File: src/rtl/core_run_ctrl_if.sv
// Run-controller bus: launch/abort controls, core status inputs and run results.
// Config macro RUN_CTRL_SIG_EN adds the write-back signature signals.
interface core_run_ctrl_if #(
    parameter int XLEN  = 32,
    parameter int CNT_W = 32
);
    // Controls and core status into the controller
    logic             start;
    logic             abort;
    logic             retire;
    logic             halt_valid;
    logic [XLEN-1:0]  halt_code;
    // Registered results out of the controller
    logic             core_reset;
    logic             running;
    logic             done;
    logic             pass;
    logic             timeout;
    logic [CNT_W-1:0] cycle_count;
    logic [CNT_W-1:0] instret_count;
`ifdef RUN_CTRL_SIG_EN
    logic             wb_valid;
    logic [XLEN-1:0]  wb_data;
    logic [XLEN-1:0]  signature;

    modport master (
        output start, abort, retire, halt_valid, halt_code, wb_valid, wb_data,
        input  core_reset, running, done, pass, timeout, cycle_count, instret_count, signature
    );
    modport slave (
        input  start, abort, retire, halt_valid, halt_code, wb_valid, wb_data,
        output core_reset, running, done, pass, timeout, cycle_count, instret_count, signature
    );
`else
    modport master (
        output start, abort, retire, halt_valid, halt_code,
        input  core_reset, running, done, pass, timeout, cycle_count, instret_count
    );
    modport slave (
        input  start, abort, retire, halt_valid, halt_code,
        output core_reset, running, done, pass, timeout, cycle_count, instret_count
    );
`endif
endinterface

File: src/rtl/core_run_ctrl.sv
// core_run_ctrl: sequences the datapath reset, bounds the run by a cycle
// budget and reports pass/fail/timeout with cycle and retire counts.
// Optional write-back signature enabled by defining RUN_CTRL_SIG_EN.
module core_run_ctrl #(
    parameter int          XLEN         = 32,
    parameter int          CNT_W        = 32,
    parameter int          RESET_CYCLES = 4,
    parameter int unsigned MAX_CYCLES   = 30,
    parameter logic [XLEN-1:0] PASS_CODE = '0
) (
    input  logic          clock_i,
    input  logic          reset_ni,
    core_run_ctrl_if.slave bus
);
    localparam int               HOLD_W   = $clog2(RESET_CYCLES + 1);
    localparam logic [HOLD_W-1:0] HOLD_END = HOLD_W'(RESET_CYCLES);
    localparam logic [CNT_W-1:0]  MAX_CNT  = CNT_W'(MAX_CYCLES);

    typedef enum logic [1:0] {S_IDLE, S_HOLD, S_RUN, S_DONE} state_t;

    state_t            state_q;
    logic [HOLD_W-1:0] hold_q;
    logic [CNT_W-1:0]  cyc_q, cyc_d;
    logic [CNT_W-1:0]  ret_q, ret_d;
    logic              core_reset_q, running_q, done_q, pass_q, timeout_q;
    logic              budget_hit;
`ifdef RUN_CTRL_SIG_EN
    logic [XLEN-1:0]   sig_q, sig_d;
`endif

    // Next counter values for a RUN cycle; budget expires when the count lands on MAX
    always_comb begin
        cyc_d      = cyc_q + 1'b1;
        ret_d      = ret_q + CNT_W'(bus.retire);
        budget_hit = (cyc_d == MAX_CNT);
`ifdef RUN_CTRL_SIG_EN
        sig_d      = bus.wb_valid ? ({sig_q[XLEN-2:0], sig_q[XLEN-1]} ^ bus.wb_data) : sig_q;
`endif
    end

    // Run sequencer: all outputs are registered alongside the state
    always_ff @(posedge clock_i or negedge reset_ni) begin
        if (!reset_ni) begin
            state_q      <= S_IDLE;
            hold_q       <= '0;
            cyc_q        <= '0;
            ret_q        <= '0;
            core_reset_q <= 1'b1;
            running_q    <= 1'b0;
            done_q       <= 1'b0;
            pass_q       <= 1'b0;
            timeout_q    <= 1'b0;
`ifdef RUN_CTRL_SIG_EN
            sig_q        <= '0;
`endif
        end else begin
            case (state_q)
                // Launch from idle or after a finished run; results are wiped on this edge
                S_IDLE, S_DONE: begin
                    if (bus.start) begin
                        state_q      <= S_HOLD;
                        hold_q       <= '0;
                        cyc_q        <= '0;
                        ret_q        <= '0;
                        core_reset_q <= 1'b1;
                        running_q    <= 1'b0;
                        done_q       <= 1'b0;
                        pass_q       <= 1'b0;
                        timeout_q    <= 1'b0;
`ifdef RUN_CTRL_SIG_EN
                        sig_q        <= '0;
`endif
                    end
                end
                // Keep the core in reset; start is ignored, abort drops back to idle
                S_HOLD: begin
                    if (bus.abort) begin
                        state_q      <= S_IDLE;
                        core_reset_q <= 1'b1;
                    end else if (hold_q == HOLD_END) begin
                        state_q      <= S_RUN;
                        core_reset_q <= 1'b0;
                        running_q    <= 1'b1;
                    end else begin
                        hold_q <= hold_q + 1'b1;
                    end
                end
                // The terminating cycle is still a RUN cycle, so it is always counted
                S_RUN: begin
                    cyc_q <= cyc_d;
                    ret_q <= ret_d;
`ifdef RUN_CTRL_SIG_EN
                    sig_q <= sig_d;
`endif
                    if (bus.abort) begin
                        state_q      <= S_IDLE;
                        core_reset_q <= 1'b1;
                        running_q    <= 1'b0;
                    end else if (bus.halt_valid) begin
                        state_q      <= S_DONE;
                        core_reset_q <= 1'b1;
                        running_q    <= 1'b0;
                        done_q       <= 1'b1;
                        pass_q       <= (bus.halt_code == PASS_CODE);
                        timeout_q    <= 1'b0;
                    end else if (budget_hit) begin
                        state_q      <= S_DONE;
                        core_reset_q <= 1'b1;
                        running_q    <= 1'b0;
                        done_q       <= 1'b1;
                        pass_q       <= 1'b0;
                        timeout_q    <= 1'b1;
                    end
                end
                default: begin
                    state_q      <= S_IDLE;
                    core_reset_q <= 1'b1;
                    running_q    <= 1'b0;
                    done_q       <= 1'b0;
                    pass_q       <= 1'b0;
                    timeout_q    <= 1'b0;
                end
            endcase
        end
    end

    assign bus.core_reset    = core_reset_q;
    assign bus.running       = running_q;
    assign bus.done          = done_q;
    assign bus.pass          = pass_q;
    assign bus.timeout       = timeout_q;
    assign bus.cycle_count   = cyc_q;
    assign bus.instret_count = ret_q;
`ifdef RUN_CTRL_SIG_EN
    assign bus.signature     = sig_q;
`endif
endmodule
File: src/flat_wrapper.sv
// flat-port wrapper written by rule: the top's interface ports become plain ports
module core_run_ctrl_flat 
#(
    parameter int          XLEN         = 32,
    parameter int          CNT_W        = 32,
    parameter int          RESET_CYCLES = 4,
    parameter int unsigned MAX_CYCLES   = 30,
    parameter logic [XLEN-1:0] PASS_CODE = '0
)
  (clock_i, reset_ni, bus_start, bus_abort, bus_retire, bus_halt_valid, bus_halt_code, bus_core_reset, bus_running, bus_done, bus_pass, bus_timeout, bus_cycle_count, bus_instret_count);
  core_run_ctrl_if #(.XLEN(XLEN), .CNT_W(CNT_W)) bus_i ();
  input  logic clock_i;
  input  logic reset_ni;
  input wire logic [$bits(bus_i.start)-1:0] bus_start;
  input wire logic [$bits(bus_i.abort)-1:0] bus_abort;
  input wire logic [$bits(bus_i.retire)-1:0] bus_retire;
  input wire logic [$bits(bus_i.halt_valid)-1:0] bus_halt_valid;
  input wire logic [$bits(bus_i.halt_code)-1:0] bus_halt_code;
  output wire logic [$bits(bus_i.core_reset)-1:0] bus_core_reset;
  output wire logic [$bits(bus_i.running)-1:0] bus_running;
  output wire logic [$bits(bus_i.done)-1:0] bus_done;
  output wire logic [$bits(bus_i.pass)-1:0] bus_pass;
  output wire logic [$bits(bus_i.timeout)-1:0] bus_timeout;
  output wire logic [$bits(bus_i.cycle_count)-1:0] bus_cycle_count;
  output wire logic [$bits(bus_i.instret_count)-1:0] bus_instret_count;
  assign bus_i.start = bus_start;
  assign bus_i.abort = bus_abort;
  assign bus_i.retire = bus_retire;
  assign bus_i.halt_valid = bus_halt_valid;
  assign bus_i.halt_code = bus_halt_code;
  assign bus_core_reset = bus_i.core_reset;
  assign bus_running = bus_i.running;
  assign bus_done = bus_i.done;
  assign bus_pass = bus_i.pass;
  assign bus_timeout = bus_i.timeout;
  assign bus_cycle_count = bus_i.cycle_count;
  assign bus_instret_count = bus_i.instret_count;
  core_run_ctrl #(.XLEN(XLEN), .CNT_W(CNT_W), .RESET_CYCLES(RESET_CYCLES), .MAX_CYCLES(MAX_CYCLES), .PASS_CODE(PASS_CODE)) u_core (.clock_i(clock_i), .reset_ni(reset_ni), .bus(bus_i));
endmodule
File: config.mk
export PLATFORM = sky130hd
export DESIGN_NAME = core_run_ctrl_flat
export DESIGN_NICKNAME = d
export VERILOG_FILES = /design/src/rtl/core_run_ctrl_if.sv /design/src/rtl/core_run_ctrl.sv /design/src/flat_wrapper.sv
export SDC_FILE = /design/constraint.sdc
export NUM_CORES = 1
export LEC_CHECK = 0
export CORE_AREA = 8 8 96 98
export CTS_BUF_LIST = sky130_fd_sc_hd__clkbuf_4 sky130_fd_sc_hd__clkbuf_8
export DETAILED_ROUTE_END_ITERATION = 7
export DIE_AREA = 0 0 104 106
export DONT_BUFFER_PORTS = 1
export PLACE_DENSITY = 0.73
export REMOVE_ABC_BUFFERS = 1
export SLEW_MARGIN = 40
export SYNTH_ARGS = -nofsm -noshare
export SYNTH_HDL_FRONTEND = slang
export SYNTH_SLANG_ARGS = --single-unit
export TNS_END_PERCENT = 1
File: constraint.sdc
create_clock -name clock_i -period 3.5 [get_ports clock_i]
set_input_delay 0.175 -clock clock_i [delete_from_list [all_inputs] [get_ports clock_i]]
set_output_delay 0.175 -clock clock_i [all_outputs]
set_load 0.01 [all_outputs]
==> out/metrics.cfg <==
[global_route]
track_usage_pct = 21.3
grt_pass1_wl_um = 19700
grt_max_degree = 75
antenna_found_initial = 0
grt_remaining_overflow = 0
grt_pass1_vias = 3958

[drt]
ant_nets = 0
vias = 4110
first_pass_iters = 4
top_layer = met4
drt_iter0_markers = 343
dr_wl_met2_um = 5910
drt-met1-wl_um = 4780
routed_wl_um = 11800
drc = 0
route.met3.wl_um = 968
viasPerCell = 6.34
wl_per_cell_um = 18.2

[worst_setup_path]
critPathSlowestCell = dfrtp_1
worstPathArrival_ns = 3.42
worst-path-buf-inv = 0
crit_family = simple AND/OR/NAND/NOR gates
worstPathCellList = ha_2 -> and4_1 -> nand4_1 -> nor4_2 -> xor2_1 -> a2111oi_2 -> nand4_2 -> o211ai_2 -> nand2_1 -> mux2_4
cp.required_ns = 3.74
cpPeakStageDelay_ns = 0.49
endpoint_kind = register
crit_type = reg -> reg
start_kind = register
cp_max_fo = 10

[place]
dp_slack_ns = 0.109
dp_hpwl_um = 8450
io_buffer_count = 0
place.gp.congestion = 0.873

[clock_tree]
clk_latency_ns = 0.35
cts_made_buffers = 9
cts.sinks = 74
clk_path_buf_depth = 2
cts_tree = built
cts.clk_slew.worst_paths_ns = 0.08
cts_setup_buffers = 0
cts_root_buf = clkbuf_8
htree_levels = 3

[power_and_ir_drop]
leakage_nw = 1.99
vdd_drop_max_uv = 258
power_density_mw_per_mm2 = 396

[die]
die_area_sq_mm = 0.0110
initial_core_util_pct = 58.4
coreArea_sq_mm = 0.00785
ios = 107
die_w_um = 104
dieHeight_um = 106
rows = 33

[finish]
nFillCells = 705
n_antenna_cell = 0
area.growth.synth_to_final_pct = 7.64
multi_input_area_sq_mm = 0.00253
nets = 584
ff_latch_area_sq_mm = 0.00185
drive_above_1_share_pct = 10.1

[synth]
async_flop_share_pct = 100
yosysSeqAreaShare_pct = 40.4
synth.distinct_cells = 60
avgSynthCellArea_sq_um = 8.49
syn_inst = 540
synth_area_sq_mm = 0.00458
synth_edf_count = 0
ys_warn_count = 0
synth-seq-cells = 74
synthFlopType = dfrtp_1

[timing]
rsz0062_at_grt = false
setup_viol = 0
timing.fmax_ghz = 0.315
finalCritPeriodShare_pct = 90.8
final_max_slew_viol_count = 0
worst_slack_ns = 0.322
tns_ns = 0
slew-limit-headroom_pct = 65.4
final_hold_viol_count = 0
fin_worst_skew_ns = 0.0112
period_minus_slack_ns = 3.18
worst_pin_slew_ns = 0.516

[worst_hold_path]
hp-class = in -> reg

[run_status]
status = finished, final reports clean

[flow_run]
drv_cap = 0

[worst paths after layout]
kind                                                       startpoint  depth (start not counted)                                    end  slack, ns
worst max register to register  u_core.bus.cycle_count[1]$_DFFE_PN0P_                         10            u_core.bus.pass$_DFFE_PN0P_       0.32
worst min register to register           u_core.hold_q[0]$_DFFE_PN0P_                          1           u_core.hold_q[0]$_DFFE_PN0P_       0.53
max in group asynchronous                                    reset_ni                          2      u_core.bus.core_reset$_DFFE_PN1P_       2.77
min in group asynchronous                                    reset_ni                          2  u_core.bus.cycle_count[3]$_DFFE_PN0P_       0.40
worst min-delay path                                        bus_abort                          2         u_core.bus.timeout$_DFFE_PN0P_       0.02
worst max-delay path            u_core.bus.cycle_count[1]$_DFFE_PN0P_                         10            u_core.bus.pass$_DFFE_PN0P_       0.32
[layout by cell type (no fill, tap or decap), types with 8 or more instances in the layout]
cell / n
a21oi_1: 23
a31oi_1: 9
and3_1: 15
and4_1: 8
buf_4: 13
clkbuf_8: 10
dfrtp_1: 73
inv_1: 14
nand2_1: 70
nand3_1: 21
nand4_1: 24
nor2_1: 50
nor3_1: 12
nor4_1: 10
o21ai_0: 66
xor2_1: 24
[routing by layer]
metal,vias to the layer above,track usage [%]
met5,-,0
met4,0,7.55
met3,12,5.81
met2,159,36.6
met1,1988,25.2
li1,1951,-
[worst register-to-register path, delay by kind of cell (launching register included)]
| family | cells | cell delay (ns) |
|---|---|---|
| compound gates | 2 | 0.58 |
| xor+xnor | 1 | 0.16 |
| fa+ha+maj | 1 | 0.33 |
| flops | 1 | 0.49 |
| mux | 1 | 0.31 |
| simple gates | 5 | 1.21 |
[layout make-up]
| type | count | area share [%] |
|---|---|---|
| flip-flops and latches | 74 | 37.6 |
| repair buffers | 18 | 3.35 |
| clock inverters | 6 | 1.32 |
| well taps | 105 | 2.66 |
| multi-input cells | 421 | 51.3 |
| inverters | 14 | 1.07 |
| clock buffers | 10 | 2.79 |
[where the power goes]
part	internal [mW]	switching [mW]	total [mW]
logic	0.111	0.246	0.357
clock network	0.350	0.332	0.682
registers	0.884	0.0309	0.915
total	1.35	0.609	1.95
[state kept, by name, indices dropped and copies added (netlist names)]
register / count
u_core.bus.done: 1
u_core.bus.running: 1
u_core.bus.instret_count: 32
u_core.state_q: 2
u_core.bus.core_reset: 1
u_core.hold_q: 3
u_core.bus.timeout: 1
u_core.bus.cycle_count: 32
u_core.bus.pass: 1
[cells in the mapped netlist, types with 4 or more instances]
master,instances,area (sq um)
ha_1,8,100
nor4_1,12,75.1
o31ai_1,6,45.0
o21ai_0,66,330
inv_1,14,52.6
buf_4,5,37.5
nand4_1,24,150
mux2i_1,6,60.1
dfrtp_1,73,1830
or3_1,6,37.5
a31oi_1,9,56.3
a22o_1,4,35.0
buf_6,4,45.0
xnor2_1,7,61.3
nor2_1,51,191
nand3_1,21,105
and4_1,8,70.1
o22ai_1,4,25.0
nor3_1,13,65.1
a21oi_1,23,115
clkbuf_1,11,41.3
and3_1,15,93.8
nand2_1,71,267
buf_2,9,45.0
xor2_1,24,210
[logic make-up after synthesis]
group	count (synthesis)	share of synthesized area [%]
flops	74	40.4
buf+inv	45	5.02
fa+ha+maj	8	2.18
mux	7	1.64
compound gates	128	16.5
xor+xnor	31	5.92
simple gates	247	28.3
[repair_timing]
action	4_1_cts	5_1_grt
endpoints found under the hold margin	78	0
resized for setup	0	4
hold buffers	5	0
endpoints found under the setup margin	0	5
[through the flow]
stage          utilization, %  area [sq um]  hold slack, ns  total power [mW]  std cells
6_report                 62.9          4930          0.0220              1.95        648
5_1_grt                  62.9          4930          0.0381              2.04        648
4_1_cts                  62.6          4910          0.0114              1.96        648
3_5_place_dp             59.2          4640          -0.118              1.26        627
3_3_place_gp             59.2          4640          -0.118              1.25        627
2_1_floorplan               -          4410          -0.121              1.15        509
Note: power is estimated with default switching activity, not from simulation.
